--- config.mk ---
export PLATFORM = sky130hd
export DESIGN_NAME = round_sched
export DESIGN_NICKNAME = d
export VERILOG_FILES = /design/src/rtl/round_pkg.sv /design/src/rtl/round_rsp_fifo.sv /design/src/rtl/round_sched.sv
export SDC_FILE = /design/constraint.sdc
export NUM_CORES = 1
export LEC_CHECK = 0
export CAP_MARGIN = 40
export CORE_ASPECT_RATIO = 0.7
export CORE_UTILIZATION = 35
export CTS_BUF_LIST = sky130_fd_sc_hd__clkbuf_16
export CTS_CLUSTER_SIZE = 30
export DETAILED_ROUTE_END_ITERATION = 12
export PLACE_DENSITY = 0.73
export SLEW_MARGIN = 30
export SYNTH_ARGS = -nofsm -noshare
export SYNTH_HDL_FRONTEND = slang
export SYNTH_SLANG_ARGS = --single-unit
--- constraint.sdc ---
create_clock -name clk -period 3.7 [get_ports clk]
set_clock_uncertainty 0.15 [all_clocks]
set_input_delay 0.74 -clock clk [delete_from_list [all_inputs] [get_ports clk]]
set_output_delay 0.74 -clock clk [all_outputs]
set_load 0.05 [all_outputs]
--- src/rtl/round_pkg.sv ---
// Shared constants and width helpers for the round scheduler and its response FIFO.
package round_pkg;

    localparam logic [1:0] RM_RZ  = 2'b00;
    localparam logic [1:0] RM_RUP = 2'b01;
    localparam logic [1:0] RM_RDN = 2'b10;
    localparam logic [1:0] RM_RNE = 2'b11;

    function automatic int w_in(input bit is_double);
        return is_double ? 106 : 48;
    endfunction

    function automatic int w_out(input bit is_double);
        return is_double ? 53 : 24;
    endfunction

    // Response entry is {id, data, acc}
    function automatic int rsp_w(input int id_w, input bit is_double);
        return id_w + w_out(is_double) + 1;
    endfunction

endpackage

--- src/rtl/round_rsp_fifo.sv ---
// Synchronous FIFO holding rounded results until the consumer accepts them.
module round_rsp_fifo #(
    parameter  int WIDTH = 8,
    parameter  int DEPTH = 4,
    localparam int PTR_W = (DEPTH > 1) ? $clog2(DEPTH) : 1,
    localparam int CNT_W = $clog2(DEPTH + 1)
) (
    input  logic             clk,
    input  logic             rst_n,
    input  logic             push,
    input  logic [WIDTH-1:0] wdata,
    input  logic             pop,
    output logic [WIDTH-1:0] rdata,
    output logic             full,
    output logic             empty,
    output logic [CNT_W-1:0] count
);

    logic [WIDTH-1:0] mem_q [DEPTH];
    logic [PTR_W-1:0] wr_ptr_q, wr_ptr_d;
    logic [PTR_W-1:0] rd_ptr_q, rd_ptr_d;
    logic [CNT_W-1:0] count_q, count_d;
    logic             do_pop;

    function automatic logic [PTR_W-1:0] ptr_inc(input logic [PTR_W-1:0] p);
        return (p == PTR_W'(DEPTH - 1)) ? '0 : p + 1'b1;
    endfunction

    always_comb begin
        empty    = (count_q == '0);
        full     = (count_q == CNT_W'(DEPTH));
        do_pop   = pop & ~empty;
        wr_ptr_d = push   ? ptr_inc(wr_ptr_q) : wr_ptr_q;
        rd_ptr_d = do_pop ? ptr_inc(rd_ptr_q) : rd_ptr_q;
        count_d  = count_q;
        case ({push, do_pop})
            2'b10:   count_d = count_q + 1'b1;
            2'b01:   count_d = count_q - 1'b1;
            default: count_d = count_q;
        endcase
        rdata = mem_q[rd_ptr_q];
        count = count_q;
    end

    always_ff @(posedge clk or negedge rst_n) begin
        if (!rst_n) begin
            wr_ptr_q <= '0;
            rd_ptr_q <= '0;
            count_q  <= '0;
        end else begin
            wr_ptr_q <= wr_ptr_d;
            rd_ptr_q <= rd_ptr_d;
            count_q  <= count_d;
        end
    end

    // Storage is cleared on reset so the head fields read zero while empty after reset.
    always_ff @(posedge clk or negedge rst_n) begin
        if (!rst_n) begin
            for (int i = 0; i < DEPTH; i++) mem_q[i] <= '0;
        end else if (push) begin
            mem_q[wr_ptr_q] <= wdata;
        end
    end

    a_no_overflow: assert property (@(posedge clk) disable iff (!rst_n) !(push && full));

endmodule

--- src/rtl/round_sched.sv ---
// Round-robin scheduler sharing one 1-cycle rounding unit among NUM_REQ requesters,
// with credit-based issue into a response FIFO.
module round_sched
    import round_pkg::*;
#(
    parameter  int IS_DOUBLE = 0,
    parameter  int NUM_REQ   = 3,
    parameter  int RSP_DEPTH = 4,
    localparam int W_IN      = w_in(IS_DOUBLE != 0),
    localparam int W_OUT     = w_out(IS_DOUBLE != 0),
    localparam int ID_W      = $clog2(NUM_REQ),
    localparam int E_W       = rsp_w(ID_W, IS_DOUBLE != 0),
    localparam int CNT_W     = $clog2(RSP_DEPTH + 1)
) (
    input  logic                    clk,
    input  logic                    rst,
    input  logic [NUM_REQ-1:0]      req_valid,
    input  logic [NUM_REQ*W_IN-1:0] req_data,
    input  logic [NUM_REQ*2-1:0]    req_mode,
    output logic [NUM_REQ-1:0]      req_ready,
    output logic [W_IN-1:0]         rnd_data_in,
    output logic [1:0]              rnd_mode,
    output logic                    rnd_rst,
    input  logic [W_OUT-1:0]        rnd_data_out,
    input  logic                    rnd_acc,
    output logic                    rsp_valid,
    input  logic                    rsp_ready,
    output logic [ID_W-1:0]         rsp_id,
    output logic [W_OUT-1:0]        rsp_data,
    output logic                    rsp_acc,
    output logic                    busy
);

    logic [ID_W-1:0]  rr_ptr_q, rr_ptr_d;
    logic             inflight_vld_q, inflight_vld_d;
    logic [ID_W-1:0]  inflight_id_q, inflight_id_d;

    logic             has_credit;
    logic             grant_vld;
    logic [ID_W-1:0]  grant_idx;
    logic [ID_W-1:0]  mux_idx;
    logic [CNT_W-1:0] fifo_count;
    logic             fifo_full;
    logic             fifo_empty;
    logic [E_W-1:0]   fifo_head;

    always_comb begin
        int              idx_i;
        logic [ID_W-1:0] idx_c;
        idx_i      = 0;
        idx_c      = '0;
        // A pop in this cycle frees nothing until next cycle, keeping req_ready off rsp_ready.
        has_credit = !fifo_full &&
                     ((int'(fifo_count) + int'(inflight_vld_q)) < RSP_DEPTH);
        grant_vld  = 1'b0;
        grant_idx  = '0;
        for (int k = 1; k <= NUM_REQ; k++) begin
            idx_i = (int'(rr_ptr_q) + k) % NUM_REQ;
            idx_c = ID_W'(idx_i);
            if (!grant_vld && req_valid[idx_c]) begin
                grant_vld = 1'b1;
                grant_idx = idx_c;
            end
        end
        if (!has_credit || !rst) grant_vld = 1'b0;

        req_ready = '0;
        if (grant_vld) req_ready[grant_idx] = 1'b1;

        mux_idx     = grant_vld ? grant_idx : '0;
        rnd_data_in = req_data[int'(mux_idx)*W_IN +: W_IN];
        rnd_mode    = req_mode[int'(mux_idx)*2 +: 2];

        rr_ptr_d       = grant_vld ? grant_idx : rr_ptr_q;
        inflight_vld_d = grant_vld;
        inflight_id_d  = grant_vld ? grant_idx : inflight_id_q;
    end

    always_ff @(posedge clk or negedge rst) begin
        if (!rst) begin
            rr_ptr_q       <= ID_W'(NUM_REQ - 1);
            inflight_vld_q <= 1'b0;
            inflight_id_q  <= '0;
        end else begin
            rr_ptr_q       <= rr_ptr_d;
            inflight_vld_q <= inflight_vld_d;
            inflight_id_q  <= inflight_id_d;
        end
    end

    round_rsp_fifo #(
        .WIDTH (E_W),
        .DEPTH (RSP_DEPTH)
    ) u_rsp_fifo (
        .clk   (clk),
        .rst_n (rst),
        .push  (inflight_vld_q),
        .wdata ({inflight_id_q, rnd_data_out, rnd_acc}),
        .pop   (rsp_valid & rsp_ready),
        .rdata (fifo_head),
        .full  (fifo_full),
        .empty (fifo_empty),
        .count (fifo_count)
    );

    assign rnd_rst                     = ~rst;
    assign rsp_valid                   = ~fifo_empty;
    assign {rsp_id, rsp_data, rsp_acc} = fifo_head;
    assign busy                        = inflight_vld_q | ~fifo_empty;

endmodule

## Word-level counts from Yosys, hierarchy flattened

Index checks and enable logic that the tools add are counted.

- Output and inout bits: 83
- Bits of input ports: 181
- Logic and storage cells: 84
- Flip-flop bits (word level): 120

- Add/sub/neg operators: 8
- Reduce and logical (&&, ||, !) cells: 13
- Bitwise logic cells: 7
- Mux-type cells: 26
- Magnitude comparators: 9
- Equality and inequality tests: 5
- Multiply operators: 1
- Shift operators: 2
- Div/mod/pow operators: 3

Operators by type and width:

| operator | number |
|---|---|
| $shiftx 144x9->48 | 1 |
| $bwmux 108 | 1 |
| $mod 32x3->32 const B | 3 |
| $mux 27 | 3 |
| $bmux 27 s2 | 1 |
| $demux 27 s2 | 1 |
| $lt 2x3->1 const B | 4 |
| $mux 2 | 6 |
| $mux 1 | 8 |
| $add 2x2->3 const B | 2 |
| $bmux 1 s2 | 3 |
| $eq 2x2->1 const B | 3 |
| $ge 3x3->1 const B | 2 |
| $not 2->3 | 2 |
| $pmux 3 s2 | 1 |
| $shiftx 6x4->2 | 1 |
| $logic_and 1x1->1 | 5 |
| $logic_not 1->1 | 5 |
| $add 2x1->2 const B | 2 |
| $add 3x1->4 | 1 |
| $lt 4x3->1 const B | 1 |
| $mul 2x2->4 const B | 1 |
| $add 2x1->3 const B | 1 |
| $add 3x1->3 const B | 1 |
| other kinds (13) | 15 |

## Depth between registers and ports, before layout

Gate-level depths: netlist of run 1.

- Depth after elaboration: 16
- Gate-level depth with buffers: 9
- Gate-level depth less buffers: 9

## Cells and area by module

A second synthesis of run 1 with hierarchy kept.

- Cells, all modules: 592
- Area total of the unflattened synthesis: 6957.9 sq um

Modules (own cells, without submodules):

| module | sequential area each (sq um) | cells an instance | times used | area an instance (sq um) |
|---|---|---|---|---|
| round_rsp_fifo | 2877.8 | 298 | 1 | 5188.7 |
| round_sched | 101.3 | 294 | 1 | 1769.2 |

## Worst setup path before layout of run 1

No wires, ideal clock.

- Path type: register to output
- From: reg rr_ptr_q[1]
- To: out req_ready[0]
- Stages on the path, launching flop included: 9
- Buffers on the path: 1
- Required time: 2.810 ns
- Arrival time: 2.407 ns
- Slack: 0.403 ns
- Cell sequence: dfstp_2 > inv_1 > ha_1 > buf_4 > nor2b_1 > o21ai_2 > a21boi_4 > nand2_1 > a21oi_1

- Word-level cells in the longest chain between the ends: 16
- Elaborated cells on any way between the ends: 29
- Classes of those cells: 3 x add/sub; 3 x div; 2 x order compare; 16 x mux; 5 x reduce/logical

Ends and longest elaborated chain:

| what | RTL line | text |
|---|---|---|
| start, declared | round_sched.sv:34 | `logic [ID_W-1:0] rr_ptr_q, rr_ptr_d;` |
| start signal, assigned | round_sched.sv:81 | `rr_ptr_q <= ID_W'(NUM_REQ - 1);` |
| start signal, assigned | round_sched.sv:85 | `rr_ptr_q <= rr_ptr_d;` |
| $add 2x1->3 | round_sched.sv:58 | `idx_i = (int'(rr_ptr_q) + k) % NUM_REQ;` |
| $mod 32x3->32 | round_sched.sv:58 |  |
| $bmux 1 s2 | round_sched.sv:60 | `if (!grant_vld && req_valid[idx_c]) begin` |
| $mux 1 (not written as such) | round_sched.sv:60 |  |
| $mux 1 | round_sched.sv:60 |  |
| $logic_not 1->1 | round_sched.sv:60 |  |
| $logic_and 1x1->1 | round_sched.sv:60 |  |
| $mux 1 | round_sched.sv:60 |  |
| $logic_not 1->1 | round_sched.sv:60 |  |
| $logic_and 1x1->1 | round_sched.sv:60 |  |
| $mux 2 | round_sched.sv:60 |  |
| $lt 2x3->1 (not written as such) / $ge 2x1->1 (equally long branches) | round_sched.sv:68 | `if (grant_vld) req_ready[grant_idx] = 1'b1;` |
| $logic_and 1x1->1 (not written as such) | round_sched.sv:68 |  |
| $mux 1 (not written as such) | round_sched.sv:68 |  |
| $demux 1 s2 | round_sched.sv:68 |  |
| $mux 3 * | round_sched.sv:68 |  |
| end, declared | round_sched.sv:20 | `output logic [NUM_REQ-1:0] req_ready,` |

Mark *: on every way between the ends. The rest lies on a longest branch, timed or not. The select of a mux whose other input is x is not followed.

## Final worst setup path of run 1

- From: in req_valid[1]
- To: out rnd_data_in[11]

- Word-level cells in the longest chain between the ends: 13
- Elaborated cells on any way between the ends: 20
- Classes of those cells: 1 x mul; 1 x shift; 14 x mux; 4 x reduce/logical

Ends and longest elaborated chain:

| what | RTL line | text |
|---|---|---|
| start, declared | round_sched.sv:17 | `input logic [NUM_REQ-1:0] req_valid,` |
| $bmux 1 s2 | round_sched.sv:60 |  |
| $mux 1 (not written as such) | round_sched.sv:60 |  |
| $mux 1 | round_sched.sv:60 |  |
| $logic_not 1->1 | round_sched.sv:60 |  |
| $logic_and 1x1->1 | round_sched.sv:60 |  |
| $mux 1 | round_sched.sv:60 |  |
| $logic_not 1->1 | round_sched.sv:60 |  |
| $logic_and 1x1->1 | round_sched.sv:60 |  |
| $mux 1 | round_sched.sv:60 |  |
| $mux 1 | round_sched.sv:65 | `if (!has_credit \|\| !rst) grant_vld = 1'b0;` |
| $mux 2 * | round_sched.sv:70 | `mux_idx = grant_vld ? grant_idx : '0;` |
| $mul 2x2->4 * | round_sched.sv:71 | `rnd_data_in = req_data[int'(mux_idx)*W_IN +: W_IN];` |
| $shiftx 144x9->48 * | round_sched.sv:71 |  |
| end, declared | round_sched.sv:21 | `output logic [W_IN-1:0] rnd_data_in,` |

Marks and branches as above.

==> impl_metrics.json, run 1 <==
{
  "max_freq_ghz": 0.2708,
  "hpwlAfterDp_mm": 17.12,
  "p_leak_nw": 4.504,
  "drt-pass1-iter-count": 4,
  "globalplace.congestion": 1.005,
  "ctsHoldBuffers": 0,
  "area_growth_pct": 72.30,
  "yosysSeqAreaShare_pct": 45.76,
  "initialDrtViolationCount": 279,
  "grtUsageTotal_pct": 24.58,
  "final_max_slew_viol_count": 0,
  "dieArea_mm2": 0.01916,
  "cp_max_fo": 13,
  "rr_endpoint": "rr_ptr_q[0]",
  "final_area_mm2": 0.01122,
  "htree_levels": 4,
  "worst_slew_pin_slew_ns": 0.5371,
  "reg2reg_setup_slack_ns": 1.36,
  "wl_per_cell_um": 24.34,
  "tritoncts": "yes",
  "preCtsSetupSlack_ns": 0.02126,
  "synth_xor_area_share_pct": 0.4036,
  "synth_mux_area_share_pct": 27.96,
  "syn_nets": 668,
  "routed_via_density": 5.412,
  "ys_types": 41,
  "p_switching_mw": 4.415,
  "layout-drive-gt1-share_pct": 42.28,
  "maxSlewHeadroom_pct": 64.08,
  "powerDensity_mw_per_mm2": 937.9,
  "dpl.cell_count": 955,
  "antenna_found_initial": 0,
  "final-hold-violation-count": 0,
  "status": "finished, final reports clean",
  "clock_power_share_pct": 15.9,
  "start_util_pct": 35.95,
  "pwr-share-comb_pct": 61.6,
  "maxCapViolCount": 0,
  "cts_buffer_depth": 2,
  "cp-end-kind": "output pin",
  "yosysWarnings": 0,
  "grt_max_degree": 89,
  "syn_inst": 477,
  "crit_required_ns": 2.81,
  "synth.top_cell.area_share_pct": 45.36,
  "die_h_um": 116.1,
  "avgSynthCellArea_um2": 13.65,
  "yosys.area.top_type": "dfrtp_1",
  "finalSetupViolCount": 0,
  "fin_nets": 942,
  "core_area_mm2": 0.01811,
  "clk_pin_slew_ns": 0.06,
  "grt_pass1_wl_mm": 34.51,
  "io_pins": 264,
  "cp-start-kind": "input port",
  "wl_mm": 24.39,
  "fin_crit_sh_pct": 99.80,
  "fin_crit_ns": 3.693,
  "ant_nets": 0,
  "swShare_pct": 41.96,
  "timing.rr.start": "rr_ptr_q[1]",
  "cts_root_buffer": "clkbuf_16",
  "grt_pass1_vias": 5787,
  "netlist_top_cells_area": "dfrtp_1 45%, mux2_2 18%, mux4_2 9.3%, o221a_1 8.6%, or3_1 5.0%",
  "synth_fa_ha_area_share_pct": 2.037,
  "peakVddDrop_uv": 663.2,
  "routed-via-count": 5423,
  "finalNonFillerCells": 1002,
  "rows": 41,
  "numPortBuffers": 263,
  "hold_slack_ns": 0.2427,
  "synthesis.area_mm2": 0.006510,
  "remaining_drc_errors": 0,
  "grt-ovfl-total": 0,
  "synthSimpleGateAreaFrac_pct": 7.611,
  "timing.final.ws_setup_ns": 0.007403,
  "critPathLaunch": "req_valid[1]",
  "critical_path_arrival_ns": 2.80,
  "clk_latency_ns": 0.40,
  "clock_sinks": 119,
  "hp-class": "in -> async",
  "dpl_cell_area_mm2": 0.009905,
  "synth_compound_area_share_pct": 12.11,
  "cts_buffers": 17,
  "path_class": "in -> out",
  "seq_power_share_pct": 22.4,
  "ys_seq_elements": 119,
  "ff2ff_path_depth": 9,
  "synth_top_family_by_area": "multiplexers",
  "fp.dieW_um": 165.0,
  "p_int_mw": 6.106
}
-- synth_stat cells (all sizes together) --
cell type,count
nand4b,1
nor3,2
nand3b,2
o21ai,10
and3b,1
clkbuf,17
mux4,27
or3,52
buf,21
xor2,2
a311o,1
a211oi,1
a31o,1
ha,9
a21o,4
a21boi,1
o21a,1
dfrtp,118
a21oi,3
xnor2,1
a32oi,1
mux2i,3
nor2,3
nand2,15
dfstp,1
o221a,50
nor2b,3
fa,1
nand2b,3
mux2,105
o22ai,2
o22a,1
inv,14
-- registers in the layout, summed over array words and instances (netlist names) --
| name | count |
|---|---|
| u_rsp_fifo.count | 3 |
| inflight_vld_q | 1 |
| rr_ptr_q | 2 |
| inflight_id_q | 1 |
| u_rsp_fifo.wr_ptr_q | 2 |
| u_rsp_fifo.rd_ptr_q | 2 |
| u_rsp_fifo.mem_q | 108 |
-- worst max-delay path, cell delays in order --
cell,delay [ns]
clkdlybuf4s50_1,0.54
buf_4,0.16
nand3b_1,0.13
a21oi_2,0.21
and3b_4,0.24
nor2_4,0.05
buf_12,0.14
buf_6,0.18
o221a_4,0.27
buf_12,0.15
-- power groups by stage --
stage / sequential (mW) / combinational [mW] / clock (mW)
after floorplan: 2.19 / 3.95 / 0
after global placement: 2.27 / 5.87 / 0
after detailed placement: 2.37 / 5.99 / 0
after CTS: 2.35 / 6.12 / 1.70
after global routing: 2.43 / 6.77 / 1.76
final: 2.36 / 6.48 / 1.68
-- routing by layer --
metal	global-route usage (%)	up-vias	routed length [um]
met5	0	-	0
met4	5.566	0	357
met3	5.327	32	1473
met2	40.33	158	11980
met1	33.43	2814	10580
li1	-	2419	-
-- how the worst max path moves through the flow --
stage	endpoint	slack (ns)
2_1_floorplan	req_ready[0]	0.40
3_3_place_gp	rnd_data_in[39]	0.02
3_5_place_dp	rnd_data_in[39]	0.02
4_1_cts	rnd_data_in[47]	-0.03
5_1_grt	rnd_data_in[36]	-0.02
6_report	rnd_data_in[11]	0.007
-- cell type report --
type                    count  area, um2
flip-flops and latches    119       2980
well taps                 236      295.3
clock inverters            15      181.4
diodes                      2      5.005
clock buffers              17      425.4
inverters                  14      52.55
multi-input cells         306       3735
repair buffers            293       3542
fillers                  1324       6892
-- what timing repair did --
| action | in CTS | in global routing |
|---|---|---|
| endpoints found under the setup margin | 50 | 49 |
| setup buffers | 2 | 4 |
| gates cloned | 1 | 5 |
| gates resized for setup | 8 | 55 |
| pin swaps | 2 | 8 |
-- cell families (layout without fill, tap and decap cells) --
kind of cell / after synthesis / count (layout)
other: 0 / 2
multiplexers: 135 / 135
flip-flops: 119 / 119
buffers and inverters: 52 / 339
XOR/XNOR: 3 / 3
AO/OA/AOI/OAI: 76 / 76
adder cells (fa/ha/maj): 10 / 10
AND/OR/NAND/NOR: 82 / 82
-- layout by cell type (no fill, tap or decap), types with 4 or more instances in the layout --
| cell type | count |
|---|---|
| buf_4 | 25 |
| inv_1 | 12 |
| ha_1 | 7 |
| buf_12 | 57 |
| clkbuf_16 | 21 |
| a21o_1 | 4 |
| mux4_2 | 27 |
| clkdlybuf4s50_1 | 201 |
| o221a_4 | 48 |
| mux2_2 | 105 |
| or3_1 | 52 |
| nand2_1 | 15 |
| dfrtp_1 | 117 |
| o21ai_0 | 7 |
| clkinv_4 | 6 |
-- through the flow --
step | utilization, % | setup TNS, ns | power, mW
after floorplan | - | 0 | 6.141
after global placement | 54.67 | 0 | 8.139
after detailed placement | 54.69 | 0 | 8.354
after CTS | 58.53 | -0.6007 | 10.17
after global routing | 61.92 | -0.4973 | 10.97
final | 61.94 | 0 | 10.52
(Power assumes the default switching activity.)
==> run 2, diff against run 1 <==
--- a/config.mk
+++ b/config.mk
@@ -12,6 +12,7 @@
 export CTS_CLUSTER_SIZE = 30
 export DETAILED_ROUTE_END_ITERATION = 12
 export PLACE_DENSITY = 0.73
+export SETUP_SLACK_MARGIN = 0.02
 export SLEW_MARGIN = 30
 export SYNTH_ARGS = -nofsm -noshare
 export SYNTH_HDL_FRONTEND = slang
==> run 2 against run 1 <==
Effect of this change: register-to-register slack improved by 0.10 ns; global-route usage barely moved; highest routed layer unchanged; largest cell class is now buffers; sequential share of layout area rose by 1.2 points; largest power group unchanged; final area fell by 4.2%.
==> impl_metrics.json, run 2 (synthesized netlist as in run 1, its figures left out) <==
{
  "p_switching_mw": 4.291,
  "p_leak_nw": 4.308,
  "seq_power_share_pct": 23.1,
  "ant_nets": 0,
  "crit_path_end": "rnd_data_in[39]",
  "hold_slack_ns": 0.2460,
  "cp-start-kind": "input port",
  "routed_via_density": 5.355,
  "cp-end-kind": "output pin",
  "layout_common_cells": "201 x clkdlybuf4s50_1, 117 x dfrtp_1, 105 x mux2_2",
  "final.setup.tns_ns": 0,
  "critical_path_arrival_ns": 2.74,
  "dpl.cell_count": 955,
  "ff2ff_path_depth": 8,
  "rows": 41,
  "grt_pass1_vias": 5799,
  "worst_slew_pin_slew_ns": 0.5339,
  "io_pins": 264,
  "largest_reg_flops": 108,
  "drt-pass1-iter-count": 4,
  "finalSetupViolCount": 0,
  "layout_commonest_cell": "clkdlybuf4s50_1",
  "dpl_cell_area_mm2": 0.009905,
  "fin_crit_ns": 3.628,
  "clock_sinks": 119,
  "clock_power_share_pct": 16.4,
  "pwr-share-comb_pct": 60.5,
  "ctsHoldBuffers": 0,
  "wl_mm": 22.97,
  "initialDrtViolationCount": 281,
  "rsz0062_at_grt": "true",
  "core_area_mm2": 0.01811,
  "wl_per_cell_um": 23.02,
  "cts_buffers": 17,
  "fin_nets": 938,
  "htree_levels": 4,
  "swShare_pct": 42.12,
  "cp_max_fo": 52,
  "timing.final.ws_setup_ns": 0.07225,
  "routed-via-count": 5344,
  "path_class": "in -> out",
  "p_int_mw": 5.895,
  "status": "finished, final reports clean",
  "largest-register": "u_rsp_fifo.mem_q",
  "cts_buffer_depth": 2,
  "crit_required_ns": 2.81,
  "remaining_drc_errors": 0,
  "dieArea_mm2": 0.01916,
  "cts_root_buffer": "clkbuf_16",
  "maxSlewHeadroom_pct": 64.30,
  "area_growth_pct": 65.14,
  "final_area_mm2": 0.01075,
  "preCtsSetupSlack_ns": 0.02126,
  "fin_crit_sh_pct": 98.05,
  "reg2reg_setup_slack_ns": 1.46,
  "start_util_pct": 35.95,
  "hp-class": "in -> async",
  "timing.rr.start": "rr_ptr_q[1]",
  "clk_pin_slew_ns": 0.06,
  "die_h_um": 116.1,
  "globalplace.congestion": 1.005,
  "powerDensity_mw_per_mm2": 947.5,
  "final-hold-violation-count": 0,
  "grtUsageTotal_pct": 24.61,
  "final_max_slew_viol_count": 0,
  "grt_max_degree": 89,
  "final_core_util_pct": 59.37,
  "critPathLaunch": "req_valid[1]",
  "hpwlAfterDp_mm": 17.12,
  "clk_latency_ns": 0.40,
  "numPortBuffers": 263,
  "finalNonFillerCells": 998,
  "layout-drive-gt1-share_pct": 37.11,
  "rr_endpoint": "inflight_id_q[1]",
  "grt-ovfl-total": 0,
  "power_mw": 10.19,
  "tritoncts": "yes",
  "nFillCells": 1374,
  "antenna_found_initial": 0,
  "grt_pass1_wl_mm": 34.60,
  "peakVddDrop_uv": 664.0,
  "max_freq_ghz": 0.2757,
  "fp.dieW_um": 165.0,
  "maxCapViolCount": 0
}
-- run 2: cell types whose count changed in the layout (fill, tap and decap cells not counted), sizes merged --
cell,change
clkbuf,-4
-- run 2: worst min-delay path by stage --
stage,start,end,slack (ns)
3_5_place_dp,u_rsp_fifo.mem_q[25],u_rsp_fifo.mem_q[25],0.32
5_1_grt,rst,u_rsp_fifo.mem_q[6],0.26
3_3_place_gp,u_rsp_fifo.mem_q[25],u_rsp_fifo.mem_q[25],0.31
2_1_floorplan,rst,inflight_id_q[1],0.29
4_1_cts,rst,u_rsp_fifo.mem_q[6],0.25
6_report,rst,u_rsp_fifo.mem_q[85],0.25
-- run 2: repair_timing --
item / in CTS / in global routing
pin swaps: 2 / 1
buffers inserted: 4 / 3
endpoints found under the setup margin: 50 / 44
gates cloned: 1 / 0
hold endpoints to repair: 0 / 0
resized for setup: 15 / 9
-- run 2: power groups by stage --
stage,sequential [mW],clock (mW),combinational [mW]
2_1_floorplan,2.19,0,3.95
5_1_grt,2.43,1.76,6.45
3_3_place_gp,2.27,0,5.87
3_5_place_dp,2.37,0,5.99
6_report,2.35,1.67,6.16
4_1_cts,2.35,1.70,6.15
-- run 2: final cells by class --
type,count,area [um2],share of cell area [%]
antenna,2,5.005,0.04655
clock buffer,17,425.4,3.957
clock inverter,15,181.4,1.688
inverter,14,52.55,0.4888
multi-input combinational,306,3388,31.52
sequential,119,2980,27.72
tap,236,295.3,2.747
timing repair buffer,289,3422,31.83
-- run 2: critical path: stages --
cell	delay (ns)
clkdlybuf4s50_1	0.53
buf_4	0.15
nand3b_1	0.13
a21oi_2	0.18
and3b_4	0.23
nor2_4	0.04
buf_12	0.19
o221a_2	0.34
buf_12	0.17
-- run 2: layer usage --
metal  vias to the layer above  share of wire (%)  global-route usage [%]
li1                       2406                  -                       -
met1                      2776                 45                   33.43
met5                         -                  0                       0
met2                       140                 49                   40.28
met4                         0                1.2                   5.627
met3                        22                4.9                   5.469
==> run 3, diff against run 2 <==
--- a/config.mk
+++ b/config.mk
@@ -11,6 +11,7 @@
 export CTS_BUF_LIST = sky130_fd_sc_hd__clkbuf_16
 export CTS_CLUSTER_SIZE = 30
 export DETAILED_ROUTE_END_ITERATION = 12
+export MAX_ROUTING_LAYER = met4
 export PLACE_DENSITY = 0.73
 export SETUP_SLACK_MARGIN = 0.02
 export SLEW_MARGIN = 30
==> run 3 against run 2 <==
Effect of this change: core utilization down 0.14 points; register-to-register slack improved by 0.03 ns; clock power is 6% lower; fmax is 1.1% lower; non-clock buffer count is 3 lower; final area down 0.23%; wire length is 1.0% lower; sequential power is essentially flat; hold slack better by 0.081 ns; flip-flop and latch count stayed put; final cell count fell by 0.30%; first-iteration DRC count is 14% lower.
==> impl_metrics.json, run 3 (synthesized netlist as in run 1, its figures left out) <==
{
  "antenna_found_initial": 0,
  "area_growth_pct": 64.75,
  "io_pins": 264,
  "rows": 41,
  "drt-pass1-iter-count": 5,
  "crit_path_max_incr_delay_ns": 0.55,
  "hpwlAfterDp_mm": 16.83,
  "path_class": "in -> out",
  "fin_nets": 935,
  "crit_required_ns": 2.81,
  "wl_per_cell_um": 22.85,
  "maxCapViolCount": 0,
  "status": "finished, final reports clean",
  "die_h_um": 116.1,
  "routed_via_density": 5.337,
  "final_core_util_pct": 59.23,
  "layout_commonest_cell": "clkdlybuf4s50_1",
  "p_leak_nw": 4.290,
  "ant_nets": 0,
  "start_util_pct": 35.95,
  "grt_max_degree": 71,
  "clk_latency_ns": 0.40,
  "final_max_slew_viol_count": 0,
  "wl_mm": 22.74,
  "globalplace.congestion": 0.9870,
  "maxSlewHeadroom_pct": 57.67,
  "layout_common_cells": "201 x clkdlybuf4s50_1, 117 x dfrtp_1, 105 x mux2_2",
  "cp-end-kind": "output pin",
  "initialDrtViolationCount": 241,
  "critical_path_buf_inv_count": 3,
  "fin_crit_sh_pct": 99.11,
  "path_common_cell": "buf_12",
  "dieArea_mm2": 0.01916,
  "cp_top_family": "buffers and inverters",
  "tritoncts": "yes",
  "fin_crit_ns": 3.667,
  "clk_pin_slew_ns": 0.06,
  "peakVddDrop_uv": 732.6,
  "hp-class": "in -> async",
  "powerDensity_mw_per_mm2": 937.4,
  "ctsHoldBuffers": 0,
  "critical_path_arrival_ns": 2.78,
  "grt-ovfl-total": 0,
  "cts_root_buffer": "clkbuf_16",
  "final_area_mm2": 0.01073,
  "critPathSlowestCell": "clkdlybuf4s50_1",
  "remaining_drc_errors": 0,
  "grt_pass1_wl_mm": 33.33,
  "cp-start-kind": "input port",
  "cts_buffer_depth": 2,
  "cp_max_fo": 52,
  "layout-drive-gt1-share_pct": 37.52,
  "grtUsageTotal_pct": 24.52,
  "clock_sinks": 119,
  "largest_reg_flops": 108,
  "final-hold-violation-count": 0,
  "finalSetupViolCount": 0,
  "numPortBuffers": 263,
  "max_freq_ghz": 0.2727,
  "grt_pass1_vias": 5486,
  "routed-via-count": 5310,
  "htree_levels": 4,
  "rsz0062_at_grt": "true",
  "fp.dieW_um": 165.0,
  "worst_slew_pin_slew_ns": 0.6350,
  "largest-register": "u_rsp_fifo.mem_q",
  "dpl_cell_area_mm2": 0.009881,
  "cts_buffers": 17,
  "core_area_mm2": 0.01811,
  "cp_cell_sequence": "clkdlybuf4s50_1, mux2i_1, o22a_2, and3b_4, nor2_4, buf_12, o221a_1, buf_12"
}
==> run 3: cell types whose count changed in the layout (fill, tap and decap cells not counted), sizes merged <==
cell	previous run	this run
clkinv	8	5
buf	87	83
inv	16	21
bufinv	3	1
clkbuf	17	18
==> run 3: per-stage QoR <==
stage	hold slack [ns]	instances	total power [mW]	TNS, ns	setup slack [ns]
4_1_cts	0.3409	990	10.02	0	0.02910
3_3_place_gp	0.3090	954	8.124	0	0.06837
5_1_grt	0.3559	993	10.51	-0.6160	-0.03616
2_1_floorplan	0.2944	477	6.141	0	0.4029
6_report	0.3273	995	10.05	0	0.03289
3_5_place_dp	0.3283	954	8.320	0	0.0001974
==> run 3: final timing paths <==
check / cells after the start / from / to / slack [ns]
max in group asynchronous: 4 / rst / u_rsp_fifo.mem_q[74] / 2.03
max reg2reg: 8 / rr_ptr_q[1] / rr_ptr_q[0] / 1.49
min reg2reg: 2 / u_rsp_fifo.mem_q[79] / u_rsp_fifo.mem_q[79] / 0.34
min in group clk: 2 / u_rsp_fifo.mem_q[79] / u_rsp_fifo.mem_q[79] / 0.34
min: 2 / rst / u_rsp_fifo.mem_q[85] / 0.33
max: 8 / req_valid[0] / rnd_data_in[39] / 0.03
==> run 3: report_power, final <==
| part | switching [mW] | internal [mW] |
|---|---|---|
| Clock | 0.629 | 0.938 |
| Combinational | 3.28 | 2.86 |
| Sequential | 0.381 | 1.97 |
| Total | 4.29 | 5.76 |
==> run 3: timing repair <==
item,in CTS,in global routing
cloned,1,1
setup endpoints to repair,50,50
setup buffers,3,1
pin swaps,2,1
gates resized for setup,7,21
==> run 3: area by class of cell <==
| class | count | area (um2) |
|---|---|---|
| fill | 1412 | 7383 |
| sequential | 119 | 2980 |
| tap | 236 | 295.3 |
| multi-input combinational | 306 | 3417 |
| timing repair buffer | 286 | 3408 |
| antenna | 2 | 5.005 |
| clock inverter | 15 | 141.4 |
| clock buffer | 17 | 425.4 |
| inverter | 14 | 52.55 |
==> run 3: routing by layer <==
metal,track usage (%),up-vias,wire (um)
met5,-,-,0
met4,5.321,0,326
met3,4.119,23,915
met2,38.47,133,11030
met1,33.40,2760,10460
li1,-,2394,-
